<file path="src/rtl/fault_gen_ctrl_if.sv">
// Fault-address handshake between the sequencer and the fault injector.
// Latency: none (plain wires).
// Backpressure: ready from the injector holds valid/addr/idx until accepted.
//   valid : fault address on offer
//   ready : injector accepts the offered address
//   addr  : fault address
//   idx   : 0-based index of the offered fault
interface fault_gen_ctrl_if #(
  parameter int N_BITS = 8,
  parameter int CNT_W  = 16
);
  logic              valid;
  logic              ready;
  logic [N_BITS-1:0] addr;
  logic [CNT_W-1:0]  idx;

  modport master (output valid, output addr, output idx, input ready);
  modport slave  (input valid, input addr, input idx, output ready);
endinterface

</file>
<file path="src/rtl/fault_gen_ctrl.sv">
// Sequencer for the lfsr fault-address generator: seed, step, range-check, issue.
// Latency: start -> first valid in S+3 cycles (S = max(steps,1)); >= S+2 cycles between faults.
// Backpressure: ISSUE holds valid/addr/idx with lfsr_en low until fault_if.ready.
//   clk, rst_ni       : clock, async active-low reset
//   start_i, abort_i  : campaign start (ignored while busy), abort (priority, non-IDLE)
//   seed_i, num_faults_i, steps_i, addr_max_i : config sampled on accepted start
//   lfsr_start_o, lfsr_en_o, lfsr_q_i        : control/observe the external lfsr
//   fault_if (master) : valid/ready/addr/idx to the injector
//   busy_o, done_o, err_o : status (done is a 1-cycle pulse, err is sticky)
module fault_gen_ctrl #(
  parameter int N_BITS = 8,
  parameter int CNT_W  = 16,
  parameter int STEP_W = 8
) (
  input  logic              clk,
  input  logic              rst_ni,
  input  logic              start_i,
  input  logic              abort_i,
  input  logic [N_BITS-1:0] seed_i,
  input  logic [CNT_W-1:0]  num_faults_i,
  input  logic [STEP_W-1:0] steps_i,
  input  logic [N_BITS-1:0] addr_max_i,
  output logic              lfsr_start_o,
  output logic              lfsr_en_o,
  input  logic [N_BITS-1:0] lfsr_q_i,
  fault_gen_ctrl_if.master  fault_if,
  output logic              busy_o,
  output logic              done_o,
  output logic              err_o
);

  typedef enum logic [2:0] {IDLE, LOAD, STEP, CHECK, ISSUE, DONE} state_e;

  state_e            state_q, state_d;
  logic [CNT_W-1:0]  num_q, num_d;
  logic [CNT_W-1:0]  cnt_q, cnt_d;
  logic [STEP_W-1:0] steps_q, steps_d;
  logic [STEP_W-1:0] step_q, step_d;
  logic [N_BITS-1:0] max_q, max_d;
  logic [N_BITS-1:0] rej_q, rej_d;
  logic [N_BITS-1:0] addr_q, addr_d;
  logic              err_q, err_d;

  // Step counter reload value: steps==0 behaves as a single step.
  logic [STEP_W-1:0] step_init;
  logic [CNT_W-1:0]  cnt_inc;

  assign step_init = (steps_q == '0) ? '0 : steps_q - STEP_W'(1);
  assign cnt_inc   = cnt_q + CNT_W'(1);

  always_comb begin
    state_d = state_q;
    num_d   = num_q;
    cnt_d   = cnt_q;
    steps_d = steps_q;
    step_d  = step_q;
    max_d   = max_q;
    rej_d   = rej_q;
    addr_d  = addr_q;
    err_d   = err_q;

    if (abort_i && (state_q != IDLE)) begin
      // Abort wins over everything; a handshake in this cycle is dropped.
      state_d = IDLE;
    end else begin
      case (state_q)
        IDLE: begin
          if (start_i) begin
            num_d   = num_faults_i;
            steps_d = steps_i;
            max_d   = addr_max_i;
            cnt_d   = '0;
            rej_d   = '0;
            err_d   = 1'b0;
            if (seed_i == '0) begin
              err_d   = 1'b1;
              state_d = DONE;
            end else if (num_faults_i == '0) begin
              state_d = DONE;
            end else begin
              state_d = LOAD;
            end
          end
        end
        LOAD: begin
          step_d  = step_init;
          state_d = STEP;
        end
        STEP: begin
          if (step_q == '0) state_d = CHECK;
          else              step_d  = step_q - STEP_W'(1);
        end
        CHECK: begin
          if (lfsr_q_i == '0) begin
            err_d   = 1'b1;
            state_d = DONE;
          end else if (lfsr_q_i > max_q) begin
            // rej_q all-ones means this is the 2^N_BITS-th consecutive reject.
            if (rej_q == '1) begin
              err_d   = 1'b1;
              state_d = DONE;
            end else begin
              rej_d   = rej_q + N_BITS'(1);
              step_d  = step_init;
              state_d = STEP;
            end
          end else begin
            addr_d  = lfsr_q_i;
            rej_d   = '0;
            state_d = ISSUE;
          end
        end
        ISSUE: begin
          if (fault_if.ready) begin
            cnt_d = cnt_inc;
            if (cnt_inc == num_q) begin
              state_d = DONE;
            end else begin
              step_d  = step_init;
              state_d = STEP;
            end
          end
        end
        DONE:    state_d = IDLE;
        default: state_d = IDLE;
      endcase
    end
  end

  always_ff @(posedge clk or negedge rst_ni) begin
    if (!rst_ni) begin
      state_q <= IDLE;
      num_q   <= '0;
      cnt_q   <= '0;
      steps_q <= '0;
      step_q  <= '0;
      max_q   <= '0;
      rej_q   <= '0;
      addr_q  <= '0;
      err_q   <= 1'b0;
    end else begin
      state_q <= state_d;
      num_q   <= num_d;
      cnt_q   <= cnt_d;
      steps_q <= steps_d;
      step_q  <= step_d;
      max_q   <= max_d;
      rej_q   <= rej_d;
      addr_q  <= addr_d;
      err_q   <= err_d;
    end
  end

  // Outputs are flops or pure decodes of the state register.
  assign lfsr_start_o   = (state_q == LOAD);
  assign lfsr_en_o      = (state_q == STEP);
  assign fault_if.valid = (state_q == ISSUE);
  assign fault_if.addr  = addr_q;
  assign fault_if.idx   = cnt_q;
  assign busy_o         = (state_q != IDLE);
  assign done_o         = (state_q == DONE);
  assign err_o          = err_q;

endmodule

</file>
<file path="src/flat_wrapper.sv">
// flat-port wrapper written by rule: the top's interface ports become plain ports
module fault_gen_ctrl_flat 
#(
  parameter int N_BITS = 8,
  parameter int CNT_W  = 16,
  parameter int STEP_W = 8
)
  (clk, rst_ni, start_i, abort_i, seed_i, num_faults_i, steps_i, addr_max_i, lfsr_start_o, lfsr_en_o, lfsr_q_i, busy_o, done_o, err_o, fault_if_valid, fault_if_addr, fault_if_idx, fault_if_ready);
  fault_gen_ctrl_if #(.N_BITS(N_BITS), .CNT_W(CNT_W)) fault_if_i ();
  input  logic clk;
  input  logic rst_ni;
  input  logic start_i;
  input  logic abort_i;
  input  logic [N_BITS-1:0] seed_i;
  input  logic [CNT_W-1:0] num_faults_i;
  input  logic [STEP_W-1:0] steps_i;
  input  logic [N_BITS-1:0] addr_max_i;
  output logic lfsr_start_o;
  output logic lfsr_en_o;
  input  logic [N_BITS-1:0] lfsr_q_i;
  output logic busy_o;
  output logic done_o;
  output logic err_o;
  output wire logic [$bits(fault_if_i.valid)-1:0] fault_if_valid;
  output wire logic [$bits(fault_if_i.addr)-1:0] fault_if_addr;
  output wire logic [$bits(fault_if_i.idx)-1:0] fault_if_idx;
  input wire logic [$bits(fault_if_i.ready)-1:0] fault_if_ready;
  assign fault_if_valid = fault_if_i.valid;
  assign fault_if_addr = fault_if_i.addr;
  assign fault_if_idx = fault_if_i.idx;
  assign fault_if_i.ready = fault_if_ready;
  fault_gen_ctrl #(.N_BITS(N_BITS), .CNT_W(CNT_W), .STEP_W(STEP_W)) u_core (.clk(clk), .rst_ni(rst_ni), .start_i(start_i), .abort_i(abort_i), .seed_i(seed_i), .num_faults_i(num_faults_i), .steps_i(steps_i), .addr_max_i(addr_max_i), .lfsr_start_o(lfsr_start_o), .lfsr_en_o(lfsr_en_o), .lfsr_q_i(lfsr_q_i), .fault_if(fault_if_i), .busy_o(busy_o), .done_o(done_o), .err_o(err_o));
endmodule
</file>
<file path="config.mk">
export PLATFORM = sky130hd
export DESIGN_NAME = fault_gen_ctrl_flat
export DESIGN_NICKNAME = d
export VERILOG_FILES = /design/src/rtl/fault_gen_ctrl_if.sv /design/src/rtl/fault_gen_ctrl.sv /design/src/flat_wrapper.sv
export SDC_FILE = /design/constraint.sdc
export NUM_CORES = 1
export LEC_CHECK = 0
export ABC_CLOCK_PERIOD_IN_PS = 3500
export CAP_MARGIN = 25
export CORE_ASPECT_RATIO = 1.1
export CORE_MARGIN = 8
export CORE_UTILIZATION = 53
export DETAILED_ROUTE_END_ITERATION = 6
export PLACE_DENSITY = 0.78
export SYNTH_ARGS = -nofsm -noshare
export SYNTH_HDL_FRONTEND = slang
export SYNTH_SLANG_ARGS = --single-unit
</file>
<file path="constraint.sdc">
create_clock -name clk -period 3.5 [get_ports clk]
set_input_delay 0.7 -clock clk [delete_from_list [all_inputs] [get_ports clk]]
set_output_delay 0.7 -clock clk [all_outputs]
set_load 0.01 [all_outputs]
</file>
==> impl_metrics.csv <==
group,metric,value,unit
status,status,"finished, final reports clean",
routing,firstDrtPassIters,5,
place,dpl.hpwl,8.47,mm
routing,viasPerCell,5.86,
finish,final_util,0.684,
floorplanning,die_w,104,um
finish,n_antenna_cell,0,
min_path,hold_path_class,"in -> async",
global_route,grt_pass1_vias,4047,
floorplanning,coreArea,8360,um^2
job,max-cap-violations,0,
logic_synthesis,syn_inst,481,
floorplanning,dieArea,11800,um^2
sta,fin_worst_skew,11.0,ps
sta,drv_slew,0,
critical_path,crit_chain,"clkdlybuf4s50_1 > ha_1 > nor2b_1 > o211ai_1 > a21oi_1 > o21ai_0 > o311a_1 > buf_4 > o31a_1 > a211o_1",
logic_synthesis,ys_seq_elements,76,
critical_path,crit_start,"lfsr_q_i[1]",
clocking,clk_pin_slew,80,ps
clocking,htreeDepth,3,
power,leakage,2.37,nW
floorplanning,rows,35,
finish,fillers,662,
global_route,grt_first_pass_wirelength,19.1,mm
logic_synthesis,synthTopCellsByArea,"dfrtp_1 (42%), mux2_2 (8.0%), o21ai_0 (4.8%)",
clocking,clock_latency,350,ps
logic_synthesis,ys_seq_area_frac,0.420,
sta,worstMarginPinSlew,972,ps
global_route,grt_usage,0.195,
critical_path,reg2reg_from,"u_core.fault_if.idx[0]",
logic_synthesis,synth_area,4530,um^2
routing,ant_nets,0,
place,dp_cells,663,
sta,rsz0062_at_grt,"no",
floorplanning,initial_core_util,0.542,
logic_synthesis,synth-edff-count,0,
critical_path,critPathCaptureType,"register",
clocking,post_cts_resized,0,
logic_synthesis,synth_top_area_frac,0.420,
floorplanning,dieHeight,113,um
clocking,cts_setup_buffers,0,
critical_path,arrival,3330,ps
global_route,gr-total-overflow,0,
logic_synthesis,synth.distinct_cells,63,
global_route,antenna_found_initial,0,
finish,fin_nets,630,
critical_path,crit_required,3740,ps
logic_synthesis,synth_flop_cell,"dfrtp_1",
power,peakVddDrop,0.442,mV
routing,drt_iter0_drc,246,
critical_path,cp_num_buf_inv,2,
place,globalplace.congestion,0.883,
clocking,cts_hold_buf,0,
sta,tns,0,ps
sta,hold_violations,0,
critical_path,cp_slowest_stage_delay,440,ps
logic_synthesis,yosys_warnings,0,
global_route,grt_max_degree,77,
routing,vias,3982,
sta,max_freq,323,MHz
power,power_density,653,nW/um^2
finish,area_growth_syn_to_layout,26.3,%
place,portBuffers,82,
critical_path,cp_top_family,"compound AO/OA/AOI/OAI gates",
sta,layout_setup_ws,404,ps
finish,layout-drive-gt1-share,0.128,
sta,finalSetupViolations,0,
critical_path,start_kind,"primary input",
floorplanning,ioPinCount,83,
finish,fin_cells,680,
sta,period_share,0.885,
place,place_ws,110,ps
sta,min_period,3100,ps
routing,routed_wl,11.4,mm
clocking,cts-buffers-inserted,9,
clocking,tritoncts,"yes",
power,power.total,0.00374,W
routing,drc_errors,0,
logic_synthesis,syn-mean-instance-area,9.42,um^2
critical_path,cp_max_fo,10,
logic_synthesis,yosysTopAreaCell,"dfrtp_1",
clocking,clockRootBuffer,"clkbuf_8",
critical_path,crit_slowest_cell,"clkdlybuf4s50_1",
logic_synthesis,synthArstFlopShare,1.00,
clocking,clockBufferDepth,2,
sta,slew_headroom,0.346,
routing,drt-wirelength-per-cell,16.7,um
logic_synthesis,syn_nets,547,
clocking,cts_num_sinks,76,
critical_path,critPathKind,"in -> reg",
[sequential cells by signal, summed over array words and instances (netlist names)]
name	cells
u_core.err_o	1
u_core.fault_if.addr	8
u_core.fault_if.idx	16
u_core.max_q	8
u_core.num_q	16
u_core.rej_q	8
u_core.state_q	3
u_core.step_q	8
u_core.steps_q	8
[final cells by class]
class                   count  area, um^2  share of cell area
flip-flops and latches     76        1900               0.332
inverters                  28         105              0.0184
clock inverters             6        63.8              0.0111
clock buffers              10         138              0.0240
repair buffers             93         933               0.163
multi-input cells         356        2440               0.427
well taps                 111         139              0.0243
[synthesized netlist by cell type, types with 2 or more instances]
master / n
buf_2: 7
clkbuf_1: 14
o31a_1: 4
or3_1: 8
ha_1: 13
a31oi_1: 3
a21oi_1: 16
xor2_1: 10
nand2b_1: 9
a21o_1: 2
nor3_1: 11
or2_2: 3
xnor2_1: 16
o31ai_1: 9
a211o_1: 6
nand4_1: 5
nor4_1: 16
and3_1: 4
o41ai_1: 2
o2111ai_1: 2
a221oi_1: 2
nand3_1: 8
o311a_1: 2
or4_1: 4
inv_1: 28
nand2_1: 50
mux2_2: 32
nor2_1: 31
o22ai_1: 6
dfrtp_1: 76
mux2i_1: 2
a22o_1: 3
nor2b_1: 4
nor3b_1: 2
o21ai_0: 43
[worst register-to-register path, cell delays in order, from the launching register on]
cell and delay [ps]:
dfrtp_1 460, ha_1 280, nand3_1 280, nor4_1 570
xnor2_1 200, o2111ai_2 210, nor4_2 520, and2_1 350
a211o_1 170
[layer usage]
| metal | up-vias | global-route usage | share of wire |
|---|---|---|---|
| met4 | 0 | 0.0889 | 0.022 |
| met5 | - | 0 | 0 |
| li1 | 1914 | - | - |
| met1 | 1909 | 0.233 | 0.43 |
| met3 | 21 | 0.0495 | 0.063 |
| met2 | 138 | 0.325 | 0.48 |
[layout by cell type (no fill, tap or decap), types with 5 or more instances in the layout]
cell	n
a211o_1	6
a21oi_1	16
buf_4	10
clkbuf_8	10
clkdlybuf4s50_1	81
dfrtp_1	76
ha_1	13
inv_1	28
mux2_2	32
nand2_1	50
nand2b_1	9
nand3_1	8
nand4_1	5
nor2_1	30
nor3_1	11
nor4_1	16
o21ai_0	43
o22ai_1	6
o31ai_1	9
or3_1	8
xnor2_1	16
xor2_1	10
[kinds of logic after synthesis]
kind of cell               after synthesis  share of synthesized area
and+or+nand+nor                        165                      0.190
adders and majority gates               13                     0.0359
buffers and inverters                   49                     0.0425
AOI/OAI and AO/OA                      118                      0.178
xor gates and xnor gates                26                     0.0503
muxes                                   34                     0.0840
DFF                                     76                      0.420
[power breakdown]
part	switching, W	total (W)	internal [W]
sequential	0.000258	0.00143	0.00117
clock	0.000338	0.000685	0.000347
combinational	0.000796	0.00162	0.000829
total	0.00139	0.00374	0.00235
[stage by stage]
step / cell area (um^2) / hold WS [ps]
6_report: 5720 / 218
5_1_grt: 5720 / 223
4_1_cts: 5700 / 478
3_5_place_dp: 5500 / 465
3_3_place_gp: 5500 / 456
2_1_floorplan: 4530 / 404
[final timing paths]
path | to | slack [ps] | depth (start not counted)
max in group asynchronous | u_core.step_q[7] | 2700 | 2
min | u_core.fault_if.idx[4] | 220 | 1
min reg2reg | u_core.rej_q[7] | 480 | 1
max | u_core.step_q[7] | 400 | 10
min in group clk | u_core.rej_q[7] | 480 | 1
max reg2reg | u_core.step_q[2] | 420 | 8
Note: power is estimated with default switching activity, not from simulation.
